File: src/rtl/key_debounce_pkg.sv
// Shared definitions for the key debouncer: channel FSM encoding and board timing.
package key_debounce_pkg;

    typedef enum logic {
        STABLE   = 1'b0,
        CHANGING = 1'b1
    } chan_state_t;

    // 20 ms of stable input at the 50 MHz board clock.
    localparam int BOARD_DEBOUNCE_CYCLES = 1_000_000;

endpackage

File: src/rtl/key_debounce_chan.sv
// One key channel: input synchroniser, stability counter, STABLE/CHANGING FSM
// and registered rise/fall strobes.
module key_debounce_chan
    import key_debounce_pkg::*;
#(
    parameter int   SYNC_STAGES     = 2,
    parameter int   DEBOUNCE_CYCLES = BOARD_DEBOUNCE_CYCLES,
    parameter logic RESET_LEVEL     = 1'b0
) (
    input  logic clk,
    input  logic rst_n,
    input  logic raw,
    output logic level,
    output logic rise,
    output logic fall,
    output logic strobe_next
);

    localparam int CNT_W = $clog2(DEBOUNCE_CYCLES);
    localparam logic [CNT_W-1:0] TERMINAL = CNT_W'(DEBOUNCE_CYCLES - 1);

    logic [SYNC_STAGES-1:0] sync_reg;
    logic                   s;
    chan_state_t            state_reg, state_next;
    logic [CNT_W-1:0]       cnt_reg, cnt_next;
    logic                   level_reg, level_next;
    logic                   rise_reg, rise_next;
    logic                   fall_reg, fall_next;

    assign s = sync_reg[SYNC_STAGES-1];

    always_ff @(posedge clk or negedge rst_n) begin
        if (!rst_n) begin
            sync_reg  <= {SYNC_STAGES{RESET_LEVEL}};
            state_reg <= STABLE;
            cnt_reg   <= '0;
            level_reg <= RESET_LEVEL;
            rise_reg  <= 1'b0;
            fall_reg  <= 1'b0;
        end else begin
            sync_reg  <= {sync_reg[SYNC_STAGES-2:0], raw};
            state_reg <= state_next;
            cnt_reg   <= cnt_next;
            level_reg <= level_next;
            rise_reg  <= rise_next;
            fall_reg  <= fall_next;
        end
    end

    // The counter restarts on any bounce back, so only an unbroken run of
    // DEBOUNCE_CYCLES differing samples reaches the terminal count.
    always_comb begin
        state_next = state_reg;
        cnt_next   = cnt_reg;
        level_next = level_reg;
        rise_next  = 1'b0;
        fall_next  = 1'b0;
        case (state_reg)
            STABLE: begin
                cnt_next = '0;
                if (s != level_reg) begin
                    state_next = CHANGING;
                    cnt_next   = CNT_W'(1);
                end
            end
            CHANGING: begin
                if (s == level_reg) begin
                    state_next = STABLE;
                    cnt_next   = '0;
                end else if (cnt_reg == TERMINAL) begin
                    state_next = STABLE;
                    cnt_next   = '0;
                    level_next = s;
                    rise_next  = s;
                    fall_next  = ~s;
                end else begin
                    cnt_next = cnt_reg + CNT_W'(1);
                end
            end
            default: begin
                state_next = STABLE;
                cnt_next   = '0;
            end
        endcase
    end

    assign level       = level_reg;
    assign rise        = rise_reg;
    assign fall        = fall_reg;
    // Exposed so the top can register key_any in the same cycle as the strobes.
    assign strobe_next = rise_next | fall_next;

endmodule

File: src/rtl/key_debounce.sv
// Multi-channel key debouncer: WIDTH independent channels plus a registered
// any-edge strobe aligned with the per-channel rise/fall pulses.
module key_debounce
    import key_debounce_pkg::*;
#(
    parameter int   WIDTH           = 4,
    parameter int   SYNC_STAGES     = 2,
    parameter int   DEBOUNCE_CYCLES = BOARD_DEBOUNCE_CYCLES,
    parameter logic RESET_LEVEL     = 1'b0
) (
    input  logic             clk,
    input  logic             rst_n,
    input  logic [WIDTH-1:0] key_raw,
    output logic [WIDTH-1:0] key_level,
    output logic [WIDTH-1:0] key_rise,
    output logic [WIDTH-1:0] key_fall,
    output logic             key_any
);

    logic [WIDTH-1:0] strobe_next_vec;
    logic             any_reg;

    generate
        for (genvar gi = 0; gi < WIDTH; gi++) begin : g_chan
            key_debounce_chan #(
                .SYNC_STAGES    (SYNC_STAGES),
                .DEBOUNCE_CYCLES(DEBOUNCE_CYCLES),
                .RESET_LEVEL    (RESET_LEVEL)
            ) u_chan (
                .clk        (clk),
                .rst_n      (rst_n),
                .raw        (key_raw[gi]),
                .level      (key_level[gi]),
                .rise       (key_rise[gi]),
                .fall       (key_fall[gi]),
                .strobe_next(strobe_next_vec[gi])
            );
        end
    endgenerate

    always_ff @(posedge clk or negedge rst_n) begin
        if (!rst_n) begin
            any_reg <= 1'b0;
        end else begin
            any_reg <= |strobe_next_vec;
        end
    end

    assign key_any = any_reg;

endmodule

File: config.mk
export PLATFORM = sky130hd
export DESIGN_NAME = key_debounce
export DESIGN_NICKNAME = d
export VERILOG_FILES = /design/src/rtl/key_debounce_pkg.sv /design/src/rtl/key_debounce_chan.sv /design/src/rtl/key_debounce.sv
export SDC_FILE = /design/constraint.sdc
export NUM_CORES = 1
export LEC_CHECK = 0
export ABC_AREA = 1
export CAP_MARGIN = 30
export CORE_UTILIZATION = 61
export CTS_CLUSTER_DIAMETER = 200
export DETAILED_ROUTE_END_ITERATION = 16
export GPL_TIMING_DRIVEN = 1
export PLACE_DENSITY_LB_ADDON = 0.08
export SYNTH_ARGS = -nofsm -noshare
export SYNTH_HDL_FRONTEND = slang
export SYNTH_HIERARCHICAL = 1
export SYNTH_SLANG_ARGS = --single-unit
File: constraint.sdc
create_clock -name clk -period 1.7 [get_ports clk]
set_input_delay 0.51 -clock clk [delete_from_list [all_inputs] [get_ports clk]]
set_output_delay 0.51 -clock clk [all_outputs]
set_load 0.05 [all_outputs]
### Word-level counts from Yosys, hierarchy flattened

Cells that the tools add are included.

* memory bits (read-only): 0
* input bits: 6
* register bits: 105
* latch bits: 0
* output and inout port bits: 13
* RAM bits: 0
* memories: 0
* logic and storage cells: 118

* shifts and indexed selects: 0
* $mul: 0
* div/mod/pow operators: 0
* mux-type cells: 56
* bitwise operators: 16
* equality and inequality tests: 12
* add/subtract/negate cells: 4
* magnitude comparators: 0
* reduce and logical (&&, ||, !) cells: 5

Operators with widths (number)
* 2-to-1 mux 20 bit: 8
* case mux 20 bit (2 select lines): 4
* adder 20 x 1 -> 20 bit (second input constant): 4
* == test 20 bit (second input constant): 4
* 2-to-1 mux 1 bit: 40
* NOT 1 bit: 12
* AND reduction 3 bit: 4
* case mux 1 bit (2 select lines): 4
* == test 1 bit: 4
* != test 1 bit: 4
* OR 1 bit: 4
* OR reduction 4 bit: 1

### Depth between registers and ports, before layout

* depth after elaboration: 6
* gate-level depth with buffers: 9
* gate-level depth less buffers: 9

### Cells and area by module

Netlist, hierarchy kept.

Modules (own cells, without submodules)
* key_debounce_chan: area each 1381.3 µm², sequential area each 650.6 µm², cells an instance 172, times used 4
* key_debounce: area each 36.3 µm², sequential area each 25.0 µm², cells an instance 4, times used 1

### Worst setup path after synthesis

No wires, ideal clock.

* kind: register -> register
* start: reg g_chan[0].u_chan.level_reg
* end: reg g_chan[0].u_chan.cnt_reg[12]
* path buffers: 1
* path slack: 0.233 ns
* period minus slack after synthesis: 1.467 ns
* library setup time: 0.119 ns
* arrival: 1.348 ns
* cell stages (with the launch flop): 7
* data required time: 1.581 ns
* path through: dfrtp_1 > or2_2 > nand2_1 > nor2_2 > nand2_4 > buf_12 > nor2_2

* cells in the longest elaborated chain, start to end: 3

Ends and longest elaborated chain
* start: declaration: line key_debounce_chan.sv:26 `logic level_reg, level_next;`
* start signal: assignment: line key_debounce_chan.sv:44 `level_reg <= level_next;`
* == test 1 bit: line key_debounce_chan.sv:67 `if (s == level_reg) begin`
* 2-to-1 mux 20 bit: line key_debounce_chan.sv:67
* case mux 20 bit (2 select lines): line key_debounce_chan.sv:58 `case (state_reg)`
* named net g_chan[0].u_chan.cnt_next[12]: line key_debounce_chan.sv:25 `logic [CNT_W-1:0] cnt_reg, cnt_next;`
* end signal: assignment: line key_debounce_chan.sv:43 `cnt_reg <= cnt_next;`
* end: declaration: line key_debounce_chan.sv:25

The timed path passes the listed nets, and every way through them passes these cells.
A chain may end at the register's enable or synchronous reset.

### Worst setup path in the final report

* start: reg g_chan[0].u_chan.cnt_reg[0]
* end: reg g_chan[0].u_chan.cnt_reg[8]

* cells in the longest elaborated chain, start to end: 4
* elaborated cells between the ends (all ways): 5
* those cells by class: add/sub: 1; eq/ne: 1; mux: 3

Ends and longest elaborated chain
* adder 20 x 1 -> 20 bit or == test 20 bit (tied branches): line key_debounce_chan.sv:77, key_debounce_chan.sv:70
* 2-to-1 mux 20 bit *: line key_debounce_chan.sv:70 `end else if (cnt_reg == TERMINAL) begin`
* 2-to-1 mux 20 bit *: line key_debounce_chan.sv:67
* case mux 20 bit (2 select lines) *: line key_debounce_chan.sv:58
* named net g_chan[0].u_chan.cnt_next[8]: line key_debounce_chan.sv:25

The timed path passes the listed nets; every way through them passes the cells marked *.

==> results.md <==
* Worst R2R Start: g_chan[0].u_chan/cnt_reg[0]
* F_max at between 600 and 700 MHz
* YS warnings at 6
* Area Overhead vs Synth at 12.8%
* Pwr per Cell Area at around 720 nW/um^2
* Num CTS Buffers at 9
* Crit. Startpoint: g_chan[0].u_chan/cnt_reg[0]
* Fin Clk Skew at roughly 14 ps
* Buffers on Ports at 18
* Tot Pwr at 4.53 mW
* Final slew viol count at 0
* Initial antenna violation count at 0
* Hold Crit Class: input pin to async pin
* CTS tree: done
* DRT Wirelength at between 10,000 and 15,000 um
* Hold Fails Final Rpt at 0
* Post-synth top area share at between 40% and 50%
* Final setup viols at 0
* Maxcap violations at 0
* Critical-path cell list: ha_1, nand2_1, nor3_4, nand3_2, nand2_4, buf_12, nor2_1
* Post-Syn Area at 5560 sq um
* Fin util at 71.6%
* Pin count of the biggest net entering global routing at around 110
* DRT Pass-1 Iters at 4
* Placed Area at 5990 sq um
* Clock slew at the register clock pins of the worst setup and hold paths at about 110 ps
* GR Overflow Total at 0
* GRT Total Usage at a little under a quarter
* Worst IR drop on VDD at around 0.00060 V
* Synth area leader: dfrtp_1
* H-tree depth at 3
* Die W at slightly below 100 um
* Max incr delay on CP at roughly 420 ps
* Synth cell types at 21
* Fin area at ~6300 sq um
* Via count at about 4,200
* Proportion of layout cells with a drive suffix above 1 at about a fifth
* Initial DRC Count at between 100 and 150
* Leading cell type in the layout, fill and taps excluded: nand2_1
* Min Tclk post-route at 1590 ps
* Largest register FFs at 80
* Vias in the first global route at 4,065
* Detailed Place HPWL at ~7000 um
* Final nets at about 740
* Vias per cell at 5.00
* Die area at ~9500 sq um
* Routed Antenna Nets at 0
* First-pass GRT wire length at between 15,000 and 20,000 um
* Leakage at 2.80 nW
* Mapped Cells at slightly below 700
* Sequential-to-total area share from yosys stat at between 40% and 50%
* Startpoint type of the worst setup path: flop
* Syn_area_per_cell at about 8 sq um
* #FFs+latches synth at 105
* Setup TNS at 0 ps
* Critical path's slowest cell: dfrtp_1
* Most frequent cells in the layout: 165 x nand2_1, 134 x nor2_1, 105 x dfrtp_1
* CP Max Fanout at 12
* Area of the core at ~9000 sq um
* Top cells by area, synth: dfrtp_1 47%, nand2_1 11%, nor2_1 9.0%
* RR Endpoint: g_chan[0].u_chan/cnt_reg[8]
* Worst slew margin at a little over three fifths
* Initial Utilization at 63.5%
* CTS sink cnt at 105
* Req. time, crit path at 1970 ps
* R2R Setup Slk at 110 ps
* Syn Nets at ~700
* Nature of the critical path endpoint: flop
* Ant diodes at 0
* CP Class: flop to flop
* Status: complete, no violations
* Final GP Congestion at between 0.8 and 0.9
* Slew @ Worst Pin at about 550 ps
* Root buf cell: clkbuf_8
* CP Data Arrival Time at 1860 ps
* CTS Buffer Depth at 2
* Post-DR wirelength/cell at ~12 um
* IO Pins at 19
* Worst Reg-to-Reg Cells at 7
* Post-route DRC at 0
* # hold bufs at CTS at 0
* Clk_lat worst skew at 380 ps
* WHS at about 170 ps
* Row Count at 34
* Tcrit/Tclk final at a little over nine tenths
* Die Y at slightly below 100 um
* Unrepaired setup endpoints after global routing: no
## critical path, delay by kind of cell, from the launching register on
kind,cells,cell delay (ps)
fa+ha+maj,1,190
simple gates,5,730
buf+inv,1,160
flops,1,420
## worst max-delay path by stage
stage,to,slack (ps),cells after the start
4_1_cts,g_chan[1].u_chan/cnt_reg[17],30,8
5_1_grt,g_chan[3].u_chan/cnt_reg[16],3,8
6_report,g_chan[0].u_chan/cnt_reg[8],110,7
2_1_floorplan,g_chan[0].u_chan/cnt_reg[12],230,6
3_5_place_dp,g_chan[1].u_chan/cnt_reg[17],60,8
3_3_place_gp,g_chan[1].u_chan/cnt_reg[19],190,8
## cells by family (layout without fill, tap and decap cells)
logic type / count (synthesis) / in the layout / share of synthesized area (%)
compound gates: 16 / 16 / 1.44
flops: 105 / 105 / 47.2
simple gates: 443 / 443 / 37.3
xor+xnor: 40 / 40 / 6.30
buf+inv: 84 / 124 / 6.84
fa+ha+maj: 4 / 4 / 0.900
## timing repair
item | in CTS | in global routing
setup endpoints to repair | 0 | 16
buffers inserted | 0 | 4
resized for setup | 0 | 3
## stage by stage
stage               std cells  setup WS (ps)
finish                    840            105
global route              840           3.43
CTS                       836           34.4
detailed placement        820           61.6
global placement          820            192
floorplan                 692            233
## synth_stat cells
| cell | number |
|---|---|
| o21ai_0 | 12 |
| dfrtp_1 | 105 |
| xor2_1 | 28 |
| inv_2 | 4 |
| nand2_1 | 165 |
| nor3_4 | 4 |
| buf_12 | 4 |
| inv_1 | 76 |
| nand4_1 | 8 |
| xnor2_1 | 12 |
| ha_1 | 4 |
| nand2_4 | 4 |
| nor2_1 | 134 |
| a21oi_1 | 4 |
| nand3_2 | 4 |
| nor2_2 | 72 |
| nand3_1 | 28 |
| nor3_2 | 4 |
| nor3_1 | 4 |
| nand2_2 | 12 |
| or2_2 | 4 |
## where the power goes
| group | internal [mW] | switching (mW) |
|---|---|---|
| clock network | 0.715 | 0.923 |
| logic | 0.109 | 0.209 |
| registers | 2.54 | 0.0306 |
| total | 3.37 | 1.16 |
## layout make-up
class / count / area [sq um]
tap: 108 / 135
sequential: 105 / 2630
clock buffer: 9 / 124
timing repair buffer: 28 / 420
inverter: 80 / 300
multi-input combinational: 503 / 2580
clock inverter: 7 / 86.3
fill: 706 / 2490
## routing by layer
layer | up-vias | routed length [um] | track usage (%)
li1 | 2163 | - | -
met1 | 1975 | 4860 | 31.2
met2 | 54 | 4990 | 38.5
met3 | 6 | 289 | 5.11
met4 | 0 | 67 | 4.86
met5 | - | 0 | 0
No activity file was read; power rests on OpenSTA's default activity.
==> edit 1, RTL diff (same flow settings) <==
`WIDTH`: 4 -> 3.
--- a/src/rtl/key_debounce.sv
+++ b/src/rtl/key_debounce.sv
@@ -5,3 +5,3 @@
 #(
-    parameter int   WIDTH           = 4,
+    parameter int   WIDTH           = 3,
     parameter int   SYNC_STAGES     = 2,
Interface: changed (resized key_fall, key_level, key_raw and key_rise); port bits go from 19 to 15. The function was not compared with the original's and may differ.
==> edit 1 against the original RTL <==
Maximum frequency is 0.92% higher; clock power shrank 14%; synthesized cell count decreased by 25%; worst setup slack improved by 15 ps; sequential power is 25% lower; synthesized area decreased by 25%; wire length decreased by 23%; die area shrank 24%; hold slack lost 140 ps; total power decreased by 21%; final area fell by 24%; sequential cell count is 26 lower; final cell count shrank 25%.
==> edit 1: results (changes against the original RTL) <==
* Buffers, non-clock at 23 (was 28)
* M1 wire length at 3580 µm (was 4860 µm)
* DP Worst Slack at 113 ps (was 61.6 ps)
* Post-Synth Adder-Cell Area at 0.898% (was 0.900%)
* Post-synth top cells: nand2_1, nor2_1, dfrtp_1 (unchanged)
* Largest net degree at the start of global routing at 25 (was 106)
* Sw Share at 23.3% (was 25.7%)
* LEAKAGE at 2.13 nW (was 2.80 nW)
* Synthesized net count at 528 (was 702)
* Seq/Total Area, Yosys at 47.3% (was 47.2%)
* Clk_buf instances at 12 (was 9)
* CP max FO at 16 (was 12)
* Post-synthesis compound-gate area fraction at 1.44% (about the same)
* Final wirelength at 7870 µm (was 10200 µm)
* Comb pwr share at 6.4% (was 7.0%)
* Max reg flops at 60 (was 80)
* # fillers at 514 (was 706)
* Multi-In Gates at 377 (was 503)
* Critical path arrival at 1820 ps (was 1860 ps)
* Met3 usage at 7.57% (was 5.11%)
* M2 GR Usage at 40.4% (was 38.5%)
* DP HPWL at 5890 µm (was 7210 µm)
* Status: finished clean (unchanged)
* Routability cong. at 0.857 (was 0.867)
* Drt pass-1 iters at 6 (was 4)
* First-pass GRT wire length at 13900 µm (was 17900 µm)
* Max VDD drop at 0.425 mV (was 0.596 mV)
* Share of layout cells above drive strength 1 at 20.7% (was 20.2%)
* IO buf count at 14 (was 18)
* Net count, final at 559 (was 737)
* Routed met3 length at 243 µm (was 289 µm)
* CTS clk-pin slew, worst paths at 80 ps (was 110 ps)
* Register share of total power at 54.1% (was 56.8%)
* Flip-flop and latch count at 79 (was 105)
* Tot GR Track Use at 24.9% (was 23.1%)
* Met2 wire length at 3910 µm (was 4990 µm)
* Register area at 1980 µm² (was 2630 µm²)
* Final Skew at 8.60 ps (was 14.3 ps)
* Grt met1 use at 31.2% (about the same)
* Clk cell area share at 4.15% (was 3.35%)
* CP max stage delay at 370 ps (was 420 ps)
[edit 1: final timing paths]
kind	from	to	slack (ps)	depth (start not counted)
max	g_chan[1].u_chan/cnt_reg[0]	g_chan[1].u_chan/cnt_reg[14]	120	7
min	rst_n	g_chan[1].u_chan/cnt_reg[2]	30	1
max reg2reg	g_chan[1].u_chan/cnt_reg[0]	g_chan[1].u_chan/cnt_reg[14]	120	7
min reg2reg	g_chan[1].u_chan/sync_reg[0]	g_chan[1].u_chan/sync_reg[1]	360	0
max in group asynchronous	rst_n	g_chan[0].u_chan/cnt_reg[17]	1160	2
min in group clk	g_chan[1].u_chan/sync_reg[0]	g_chan[1].u_chan/sync_reg[1]	360	0
[edit 1: per-stage QoR]
step	utilization [%]	power [mW]	cell area (µm²)	std cells	hold slack [ps]
global placement	70.0	2.19	4550	617	334
finish	73.3	3.58	4760	632	28.8
CTS	73.0	3.61	4740	632	26.5
detailed placement	70.0	2.20	4550	617	343
floorplan	-	2.12	4180	520	214
global route	73.3	3.71	4760	632	24.4
==> edit 2, RTL diff (same flow settings) <==
Made on the original files. Register the input `key_raw` before use, cleared by the reset. The logic sees it one clock later.
--- a/src/rtl/key_debounce.sv
+++ b/src/rtl/key_debounce.sv
@@ -19,2 +19,12 @@
 
+    logic [WIDTH-1:0] key_raw_q;
+
+    always_ff @(posedge clk or negedge rst_n) begin
+        if (!rst_n) begin
+            key_raw_q <= '0;
+        end else begin
+            key_raw_q <= key_raw;
+        end
+    end
+
     logic [WIDTH-1:0] strobe_next_vec;
@@ -31,3 +41,3 @@
                 .rst_n      (rst_n),
-                .raw        (key_raw[gi]),
+                .raw        (key_raw_q[gi]),
                 .level      (key_level[gi]),
Function: same outputs for any inputs over 10 cycles, from zero or initial values and one cycle with rst_n low; that may be too few to reach the edited logic, so the function may still have changed.
==> edit 2 against the original RTL <==
Clock power fell by 10%; synthesized area grew 1.8%; maximum frequency shrank 0.66%; worst setup slack lost 11 ps; hold slack worse by 51 ps; largest cell class unchanged; sequential cell count grew 4; total power is 1.9% lower; final area rose by 0.84%; wire length increased by 0.44%; via count rose by 2.0%; final cell count up 0.48%.
==> edit 2: results (changes against the original RTL) <==
* Avg Cell Area, Syn at 8.13 µm² (was 8.04 µm²)
* Synthesized net count at 706 (was 702)
* Via density per instance at 5.07 (was 5.00)
* Routability cong. at 0.849 (was 0.867)
* Largest net degree at the start of global routing at 58 (was 106)
* Status: finished clean (unchanged)
* Finished Layout Cells at 844 (was 840)
* 1st-iter DRT viols at 166 (was 130)
* Drt pass-1 iters at 7 (was 4)
* Number of buffers created by CTS at 9 (unchanged)
* Max VDD drop at 0.532 mV (was 0.596 mV)
* Worst hold-check path type: in2async (unchanged)
* Share of layout cells above drive strength 1 at 20.1% (was 20.2%)
* CP max stage delay at 380 ps (was 420 ps)
* Final Skew at 13.4 ps (was 14.3 ps)
* # fillers at 675 (was 706)
* Post-synth top cells: nand2_1, nor2_1, dfrtp_1 (unchanged)
* Tot GR Track Use at 23.5% (was 23.1%)
* Vias in the first global route at 4201 (was 4065)
* CP max FO at 16 (was 12)
* DP HPWL at 7520 µm (was 7210 µm)
* Dpl cells at 828 (was 820)
* Total of warnings raised by yosys at 6 (unchanged)
* Post-synth ARST share at 100% (unchanged)
* Net count, final at 741 (was 737)
* DP Worst Slack at 122 ps (was 61.6 ps)
* First-pass GRT wire length at 18400 µm (was 17900 µm)
* Slew HR at 79.4% (was 63.0%)
* Seq/Total Area, Yosys at 48.2% (was 47.2%)
* LEAKAGE at 2.82 nW (was 2.80 nW)
* Synth top area cells: dfrtp_1, nand2_1, nor2_1, nor2_2, inv_1 (unchanged)
* Critical path arrival at 1860 ps (about the same)
* Worst-skew pair later-pin latency at 360 ps (was 380 ps)
* Final wirelength at 10300 µm (was 10200 µm)
edit 2: cell types whose count changed after synthesis:
cell,change
dfrtp_1,+4
edit 2: power by group:
group	internal (mW)	switching (mW)
combinational	0.0990	0.205
clock	0.584	0.884
sequential	2.64	0.0284
total	3.33	1.12
edit 2: layer usage:
layer	vias to the layer above	wire (µm)	global-route usage, %
li1	2177	-	-
met1	2020	4820	31.1
met2	72	5000	38.9
met3	11	338	5.01
met4	0	98	7.58
met5	-	0	0
edit 2: cell families (layout without fill, tap and decap cells):
family	Yosys count	in the layout	share of synthesized area (%)
buffers and inverters	84	124	6.72
and+or+nand+nor	443	443	36.6
adders and majority gates	4	4	0.884
AOI/OAI and AO/OA	16	16	1.41
xor gates and xnor gates	40	40	6.19
DFF	109	109	48.2
edit 2: path summary, 6_finish.rpt:
check                                              from                      endpoint  slack [ps]
setup reg to reg            g_chan[0].u_chan/cnt_reg[0]   g_chan[0].u_chan/cnt_reg[5]          90
setup / recovery            g_chan[0].u_chan/cnt_reg[0]   g_chan[0].u_chan/cnt_reg[5]          90
max in group asynchronous                         rst_n  g_chan[1].u_chan/cnt_reg[15]        1300
hold reg to reg            g_chan[3].u_chan/sync_reg[0]  g_chan[3].u_chan/sync_reg[1]         360
min in group clk           g_chan[3].u_chan/sync_reg[0]  g_chan[3].u_chan/sync_reg[1]         360
hold / removal                                    rst_n  g_chan[3].u_chan/cnt_reg[16]         120
edit 2: area by class of cell:
class,instances,area share [%]
Tap cell,108,2.14
Timing Repair Buffer,28,6.45
Clock buffer,10,2.18
Sequential cell,109,43.1
Clock inverter,6,0.732
Inverter,80,4.75
Multi-Input combinational cell,503,40.6
edit 2: worst register-to-register path, cell delays in order (launching register included):
cell and delay (ps):
dfrtp_1 380, ha_1 170, nand2_1 120, nor3_4 240, nand3_2 140, nand2_4 210
buf_4 190, nor2_2 40
edit 2: stage by stage:
stage          utilization, %  area (µm²)
2_1_floorplan               -        5660
3_3_place_gp             69.2        6120
3_5_place_dp             69.2        6120
6_report                 71.5        6330
5_1_grt                  71.5        6330
4_1_cts                  71.3        6310
